## src/rtl/truth_table_sweeper.sv

```systemverilog
// Exhaustively drives all eight input vectors of a 3-input circuit, captures z for each,
// and compares the captured truth table against a golden table latched at sweep start.
module truth_table_sweeper #(
    parameter int unsigned SETTLE_CYCLES = 2
) (
    input  logic       clk,
    input  logic       rst,
    input  logic       start,
    input  logic [7:0] expected,
    input  logic       z,
    output logic       x1,
    output logic       x2,
    output logic       x3,
    output logic       busy,
    output logic       done,
    output logic [7:0] table_out,
    output logic [3:0] mismatch_cnt,
    output logic       pass
);

    typedef enum logic [1:0] {
        IDLE,
        SETTLE,
        SAMPLE,
        DONE
    } state_t;

    localparam logic [3:0] SETTLE_LAST = 4'(SETTLE_CYCLES - 1);

    state_t     state;
    logic [2:0] index;
    logic [3:0] wait_cnt;
    logic [7:0] expected_q;
    logic       miss;
    logic [3:0] mismatch_next;

    assign miss          = z ^ expected_q[index];
    assign mismatch_next = mismatch_cnt + {3'b000, miss};

    // NOTE: every register here is updated with <= so all branches see pre-edge values.
    always_ff @(posedge clk) begin
        if (rst) begin
            state        <= IDLE;
            index        <= 3'd0;
            wait_cnt     <= 4'd0;
            expected_q   <= 8'h00;
            {x1, x2, x3} <= 3'b000;
            busy         <= 1'b0;
            done         <= 1'b0;
            table_out    <= 8'h00;
            mismatch_cnt <= 4'd0;
            pass         <= 1'b0;
        end else begin
            case (state)
                IDLE: begin
                    if (start) begin
                        expected_q   <= expected;
                        table_out    <= 8'h00;
                        mismatch_cnt <= 4'd0;
                        pass         <= 1'b0;
                        index        <= 3'd0;
                        wait_cnt     <= 4'd0;
                        {x1, x2, x3} <= 3'b000;
                        busy         <= 1'b1;
                        state        <= SETTLE;
                    end
                end
                SETTLE: begin
                    wait_cnt <= wait_cnt + 4'd1;
                    if (wait_cnt == SETTLE_LAST) begin
                        state <= SAMPLE;
                    end
                end
                SAMPLE: begin
                    table_out[index] <= z;
                    mismatch_cnt     <= mismatch_next;
                    if (index == 3'd7) begin
                        // Final count is known here, so pass is valid alongside done.
                        pass         <= (mismatch_next == 4'd0);
                        done         <= 1'b1;
                        {x1, x2, x3} <= 3'b000;
                        state        <= DONE;
                    end else begin
                        index        <= index + 3'd1;
                        {x1, x2, x3} <= index + 3'd1;
                        wait_cnt     <= 4'd0;
                        state        <= SETTLE;
                    end
                end
                DONE: begin
                    done  <= 1'b0;
                    busy  <= 1'b0;
                    state <= IDLE;
                end
                default: state <= IDLE;
            endcase
        end
    end

endmodule

```

## config.mk

```make
export PLATFORM = sky130hd
export DESIGN_NAME = truth_table_sweeper
export DESIGN_NICKNAME = d
export VERILOG_FILES = /design/src/rtl/truth_table_sweeper.sv
export SDC_FILE = /design/constraint.sdc
export NUM_CORES = 1
export LEC_CHECK = 0
export ABC_AREA = 1
export CAP_MARGIN = 0
export CORE_UTILIZATION = 40
export CTS_CLUSTER_SIZE = 12
export DETAILED_ROUTE_END_ITERATION = 7
export PLACE_DENSITY = 0.63
export SETUP_SLACK_MARGIN = 0.15
export SYNTH_ARGS = -nofsm -noshare
export SYNTH_HDL_FRONTEND = slang
export SYNTH_SLANG_ARGS = --single-unit
```

## constraint.sdc

```tcl
create_clock -name clk -period 1.7 [get_ports clk]
set_input_delay 0.34 -clock clk [delete_from_list [all_inputs] [get_ports clk]]
set_output_delay 0.34 -clock clk [all_outputs]
set_load 0.1 [all_outputs]
```

* After elaboration in Yosys (flattened, before gate mapping)
Index checks and enable logic that the tools add are counted.
** Word-level totals
- Register bits after elaboration :: 35
- Output and inout bits :: 18
- Logic and storage cells :: 73
** Cells by class
- $add $sub $neg :: 3
- Order comparisons :: 2
- Equality and inequality tests :: 9
- Multiplexer cells :: 31
- Bitwise operators :: 1
- Reduce and logical (&&, ||, !) cells :: 15
** Operators with widths (count)
- $pmux 8 s2 :: 1
- $pmux 1 s2 :: 6
- $pmux 4 s3 :: 1
- $reduce_and 2->1 :: 5
- $mux 1 :: 9
- $reduce_and 3->1 :: 3
- $bwmux 8 :: 1
- $mux 4 :: 2
- $mux 8 :: 1
- $ne 2x2->1 const B :: 4
- $pmux 2 s4 :: 1
- $pmux 4 s2 :: 1
- $mux 2 :: 3
- $mux 3 :: 2
- $pmux 3 s2 :: 1
- $reduce_bool 2->1 :: 3
- $add 4x1->4 :: 1
- $add 4x1->4 const B :: 1
- $eq 2x2->1 const B :: 2
- $eq 4x1->1 const B :: 1
- $logic_not 4->1 :: 1
- $lt 3x4->1 const B :: 1
- $add 3x1->3 const B :: 1
- $bmux 1 s3 :: 1
- 8 further kinds :: 8

* Depth between registers and ports, before layout
- Word-level depth :: 7
- Gate-level depth with buffers :: 18
- Mapped depth without buffers :: 16

* Worst setup path before layout
No wires, ideal clock.
- Kind :: reg2reg
- Start :: register mismatch_cnt[0]
- End :: register pass
- Library setup time :: 0.071 ns
- Data arrival time :: 1.829 ns
- Data required time :: 1.629 ns
- Path slack :: -0.200 ns
- Cell stages (with the launch flop) :: 8
- Path buffers :: 0
- Clock period less this slack :: 1.900 ns
- Path through :: dfxtp_1 ha_1 ha_1 inv_1 nand3_2 nor2_2 nand2_1 a21oi_1
** On the way
- Cells in the longest elaborated chain, start to end :: 4
** RTL lines
- from (decl) :: RTL line 17 : output logic [3:0] mismatch_cnt,
- from (signal assigned) :: RTL line 76 : mismatch_cnt <= mismatch_next;
- $add 4x1->4 :: RTL line 38 : assign mismatch_next = mismatch_cnt + {3'b000, miss};
- $logic_not 4->1 :: RTL line 79 : pass <= (mismatch_next == 4'd0);
- $mux 1 :: RTL line 77 : if (index == 3'd7) begin
- $pmux 1 s2 :: RTL line 54 : case (state)
- to (signal assigned) :: RTL line 79
- to (decl) :: RTL line 18 : output logic pass
No other way between the ends. The select of a mux whose other input is x is not followed.
A chain may end at the register's enable or synchronous reset.

* Worst setup path after layout
- Start :: register index[0]
- End :: register pass
** On the way
- Cells in the longest elaborated chain, start to end :: 7
- Elaborated cells between the ends (all ways) :: 10
- Those cells by class :: 1 x add/sub; 2 x eq/ne; 4 x mux; 1 x bitwise; 2 x reduce/logical
** RTL lines
- from (decl) :: RTL line 31 : logic [2:0] index;
- from (signal assigned) :: RTL line 84 : index <= index + 3'd1;
- $bmux 1 s3 :: RTL line 37 : assign miss = z ^ expected_q[index];
- $mux 1 (implied by the code) :: RTL line 37
- $xor 1x1->1 :: RTL line 37
- $add 4x1->4 :: RTL line 38
- $logic_not 4->1 :: RTL line 79
- $mux 1 :: RTL line 77
- $pmux 1 s2 :: RTL line 54
Several ways; a longest one is shown, not always the timed one. The select of a mux whose other input is x is not followed.

==> results.py <==
metrics = {
    "pwr": {
        "power_density_nw_per_um2": 843,
        "leakage_uw": 0.00104,
        "vdd_ir_drop_max_uv": 663,
    },
    "sta": {
        "worst_pin_slew_ns": 0.316,
        "rsz0062_at_grt": "yes",
        "layout_setup_ws_ns": -0.0514,
        "final.min_clock_period_ns": 1.75,
        "period_share": 1.03,
        "finClkSkew_ns": 0.00507,
        "finalHoldViolCount": 0,
        "setup_violations": 1,
        "hold_ws_ns": 0.494,
        "slew_headroom": 0.789,
        "fmax_mhz": 571,
        "slew_viol_final": 0,
    },
    "routing": {
        "wl_per_cell_um": 11.5,
        "routed_wirelength_um": 3750,
        "num_vias": 1528,
        "drtIter0Drc": 54,
        "avgViaCountPerCell": 4.69,
        "drtAntennaViolNets": 0,
        "route.detailed.drc": 0,
        "first_pass_iters": 4,
    },
    "min_path": {
        "hold_end": "expected_q[7]$_SDFFE_PP0P_",
        "hp-start": "expected_q[7]$_SDFFE_PP0P_",
        "hold_class": "reg -> reg",
        "min_delay_path_depth": 2,
    },
    "clock_tree": {
        "cts_sinks": 35,
        "ctsRootBufferMaster": "clkbuf_8",
        "cts_tree": "done",
        "insertion_delay_ns": 0.28,
        "hold_buffers": 0,
        "numCtsBuffers": 5,
        "clkTransAtPathRegs_ns": 0.07,
        "cts_max_level": 2,
        "clockBufferDepth": 2,
    },
    "logic_synthesis": {
        "synth_top_area_share": 0.423,
        "synth-edff-count": 0,
        "synth_top_area_cell": "dfxtp_1",
        "async_reset_ff_frac": 0,
        "syn_nets": 247,
        "synth_seq_area_share": 0.423,
        "ys.flop_type": "dfxtp_1",
        "netlist_area_um2": 1660,
        "yosys_warnings": 0,
        "synth.most_common_cell": "nand2_1",
        "syn_inst": 229,
        "synth.distinct_cells": 24,
        "synth_seq_cells": 35,
        "synth_area_leaders": "dfxtp_1 (42%), nand2_1 (13%), o21ai_0 (6.6%)",
        "postSynthAreaPerCell_um2": 7.23,
        "synth_common_cells": "nand2_1 (57), dfxtp_1 (35), nor2_1 (27)",
    },
    "critical_path": {
        "worst-setup-path-type": "reg -> reg",
        "r2r_end": "pass$_SDFFE_PP0P_",
        "reg2reg_depth": 15,
        "r2r-start": "index[0]$_SDFFE_PP0P_",
        "cp.arrival_ns": 1.97,
        "r2r_slack_ns": -0.05,
        "crit_path_end_kind": "flop",
        "critPathLaunchType": "flop",
        "crit_required_ns": 1.92,
        "cp_max_fo": 6,
    },
    "run": {
        "cap_violations": 0,
    },
    "cells_and_area": {
        "final_area_um2": 2460,
        "antenna_cells": 0,
        "area_growth_pct": 48.6,
        "final_nets": 293,
        "drive_gt1_frac": 0.261,
    },
    "floorplan": {
        "coreArea_um2": 4000,
        "die_h_um": 66.4,
        "initial_core_util": 0.414,
        "die_w_um": 66.4,
        "num_io_pins": 30,
        "rows": 23,
        "die-area_um2": 4400,
    },
    "place": {
        "port_buffers": 29,
        "routabilityCongestion": 0.800,
        "placed_area_um2": 2240,
        "hpwlAfterDp_um": 2550,
        "place_ws_ns": -0.242,
    },
    "status": {
        "violations": "negative setup slack",
        "status": "complete, but fails checks",
    },
    "grt": {
        "antenna_found_initial": 0,
        "grt_usage": 0.184,
        "grt_pass1_vias": 1375,
        "grt_pass1_wl_um": 6170,
        "grt_start_max_net_pins": 20,
        "overflow": 0,
    },
}
-- report_power, final --
part	internal, µW	switching (µW)
sequential	871	54.9
clock	370	289
combinational	190	301
total	1430	645
-- kinds of logic (layout without fill, tap and decap cells) --
logic type	Yosys count	count (layout)	share of synthesized area
flops	35	35	0.423
simple gates	112	112	0.296
buf+inv	30	77	0.0831
compound gates	42	42	0.131
fa+ha+maj	6	6	0.0453
xor+xnor	4	4	0.0212
-- worst max-delay path, cell delays in order, from the launching register on --
cell	delay (ns)
dfxtp_4	0.38
inv_6	0.08
nand2_1	0.05
nand2_1	0.05
nand2_1	0.04
nand2_1	0.06
nand2_1	0.07
nand3_1	0.11
nand2_2	0.08
ha_4	0.17
ha_4	0.23
inv_2	0.06
nand3_2	0.06
nor2_2	0.08
nand2_1	0.05
a21oi_1	0.11
-- cell type report --
cell class              count  area [µm²]
fillers                   337        1540
multi-input cells         164         901
flip-flops and latches     35         706
repair buffers             46         598
clock buffers               8         100
inverters                  23        93.8
well taps                  50        62.6
-- metal layers --
metal / share of wire / vias up / GRT usage
met5: 0 / - / 0
met4: 0.013 / 0 / 0.0505
met3: 0.033 / 5 / 0.0552
met2: 0.47 / 26 / 0.290
met1: 0.49 / 672 / 0.243
li1: - / 825 / -
-- flip-flops by register name, indices dropped and copies added, names as in the netlist --
name / count
state: 2
busy: 1
pass: 1
table_out: 8
mismatch_cnt: 4
x1: 1
wait_cnt: 4
x3: 1
index: 3
done: 1
x2: 1
expected_q: 8
-- per-stage QoR --
| stage | utilization | total power [µW] | cells | setup TNS, ns |
|---|---|---|---|---|
| finish | 0.615 | 2070 | 326 | -0.0514 |
| global route | 0.615 | 2180 | 326 | -0.303 |
| CTS | 0.595 | 2050 | 321 | -0.0106 |
| detailed placement | 0.560 | 1390 | 311 | -0.514 |
| global placement | 0.560 | 1390 | 311 | -0.403 |
| floorplan | - | 1240 | 229 | -0.160 |
-- what timing repair did --
| action | in CTS | in global routing |
|---|---|---|
| pin swaps | 7 | 6 |
| setup endpoints to repair | 6 | 12 |
| gates resized for setup | 6 | 14 |
| gates cloned | 0 | 0 |
| buffers inserted | 2 | 5 |
-- cells in the final DEF, fill, tap and decap left out, drive strengths merged --
cell / netlist / final
inv: 23 / 23
buf: 4 / 35
xnor2: 1 / 1
nand3: 16 / 16
nor2: 30 / 30
a22oi: 1 / 1
nand2: 61 / 61
nand4: 4 / 4
clkdlybuf4s50: 0 / 11
o21ai: 25 / 25
ha: 6 / 6
a21oi: 16 / 16
or2: 1 / 1
dfxtp: 35 / 35
clkbuf: 3 / 8
xor2: 3 / 3
-- worst max-delay path by stage --
| stage | start | endpoint | slack, ns |
|---|---|---|---|
| 2_1_floorplan | index[0]$_SDFFE_PP0P_ | pass$_SDFFE_PP0P_ | -0.09 |
| 3_3_place_gp | z | pass$_SDFFE_PP0P_ | -0.20 |
| 3_5_place_dp | z | pass$_SDFFE_PP0P_ | -0.24 |
| 4_1_cts | index[0]$_SDFFE_PP0P_ | pass$_SDFFE_PP0P_ | -0.01 |
| 5_1_grt | index[0]$_SDFFE_PP0P_ | pass$_SDFFE_PP0P_ | -0.16 |
| 6_report | index[0]$_SDFFE_PP0P_ | pass$_SDFFE_PP0P_ | -0.05 |
No activity file was read; power rests on OpenSTA's default activity.
==> RTL change: new RTL, same settings <==
Encoding of `state_t`: now one-hot (4 bits for 4 states).
--- a/src/rtl/truth_table_sweeper.sv
+++ b/src/rtl/truth_table_sweeper.sv
@@ -20,7 +20,7 @@
 
-    typedef enum logic [1:0] {
-        IDLE,
-        SETTLE,
-        SAMPLE,
-        DONE
+    typedef enum logic [3:0] {
+        IDLE   = 4'b0001,
+        SETTLE = 4'b0010,
+        SAMPLE = 4'b0100,
+        DONE   = 4'b1000
     } state_t;
Function: same outputs for any inputs over 10 cycles, from zero or initial values and one cycle with rst high; not proved beyond that.
==> RTL change against the original RTL <==
The run still ends with setup timing left. Total power decreased by 11%. Core utilization increased by 2.4 points. Sequential cell count increased by 2. Area after synthesis increased by 5.7%. Setup slack got worse by 0.051 ns. Non-clock buffer count increased by 1. Wire length increased by 3.3%. Sequential share of layout area increased by 0.22 points. Cell area increased by 6.1%. Synthesized cell count increased by 6.1%. Highest routed layer unchanged.
==> RTL change: results (changes against the original RTL) <==
[routing]
met3_length_um=166  ; was 125 um
wl_per_cell_um=11.4  ; was 11.5 um
wl_met2_um=1830  ; was 1750 um
wl_met1_um=1810  ; was 1820 um
drt-initial-drc-count=101  ; was 54
vias=1672  ; was 1,528

[power_and_ir_drop]
leakage_nw=1.04  ; about the same
vdd_ir_drop_max_mv=0.517  ; was 0.663 mV

[sta]
setup-violations-final=3  ; was 1
worst_pin_slew_ns=0.341  ; was 0.316 ns
fin_skew_ns=0.00420  ; was 0.00507 ns
worst_slack_ns=-0.103  ; was -0.0514 ns
finalSetupTns_ns=-0.203  ; was -0.0514 ns

[yosys]
ys_warn_count=0  ; unchanged
ys_seq_area_share_pct=42.3  ; about the same
synth_common_cells=nand2_1, dfxtp_1, a21oi_1  ; was nand2_1, dfxtp_1, nor2_1

[global_route]
grt_use_met3_pct=4.50  ; was 5.52%
grt_max_degree=18  ; was 20
gr-usage-met1_pct=22.0  ; was 24.3%
grtUsageMet2_pct=31.3  ; was 29.0%
grt_pass1_vias=1523  ; was 1,375
grt_pass1_wl_um=6330  ; was 6170 um

[worst_setup_path]
r2r_start=index[2]  ; was index[0]
crit_arrival_ns=2.03  ; was 1.97 ns
cp_max_fo=5  ; was 6

[placement]
place.gp.congestion=0.791  ; was 0.800
dp_hpwl_um=2770  ; was 2550 um
dpl_cell_area_um2=2380  ; was 2240 um2

[cts]
cts_setup_buffers=3  ; was 2
cts_resized=15  ; was 6

[final_layout]
drive_gt1_share_pct=32.3  ; was 26.1%
layout.nets=306  ; was 293
n_fill_cell=360  ; was 337

[run_status]
status=finished, violations left  ; unchanged
violations=setup timing  ; unchanged

[RTL change: path summary, 6_finish.rpt]
kind,to,slack (ns),cells after the start
max,mismatch_cnt[2],-0.10,14
min,expected_q[7],0.45,2
max reg2reg,mismatch_cnt[2],-0.10,14
min reg2reg,expected_q[7],0.45,2
[RTL change: cells by family after synthesis]
| family | after synthesis | synth area share, % |
|---|---|---|
| buffers and inverters | 41 | 9.86 |
| adder cells (fa/ha/maj) | 6 | 4.29 |
| AO/OA/AOI/OAI | 52 | 15.1 |
| flip-flops | 37 | 42.3 |
| AND/OR/NAND/NOR | 105 | 27.4 |
| XOR/XNOR | 2 | 1.00 |
[RTL change: through the flow]
step | setup WS, ns | cells | total power [mW]
after floorplan | -0.104 | 243 | 1.15
after global placement | -0.202 | 326 | 1.24
after detailed placement | -0.244 | 326 | 1.25
after CTS | -0.127 | 336 | 1.86
after global routing | -0.226 | 338 | 1.94
final | -0.103 | 338 | 1.85
[RTL change: area by class of cell]
class	count	area, um2	area share (%)
tap	50	62.6	2.40
multi-input combinational	165	975	37.3
sequential	37	754	28.9
inverter	32	128	4.89
clock buffer	7	86.3	3.31
timing repair buffer	47	606	23.2
[RTL change: worst max-delay path, cell delays in order, from the launching register on]
cell	delay (ns)
dfxtp_4	0.40
inv_4	0.06
nor2_4	0.09
nand3_2	0.07
nand2_2	0.09
nor2_4	0.03
nand2_1	0.05
nand2_1	0.06
nand2_2	0.07
inv_2	0.05
ha_4	0.16
ha_4	0.15
xnor2_2	0.13
or2_1	0.22
a21oi_1	0.11
[RTL change: report_power, final]
group	total, mW	internal (mW)	switching (mW)
sequential	0.924	0.899	0.0255
clock	0.618	0.322	0.296
combinational	0.310	0.117	0.192
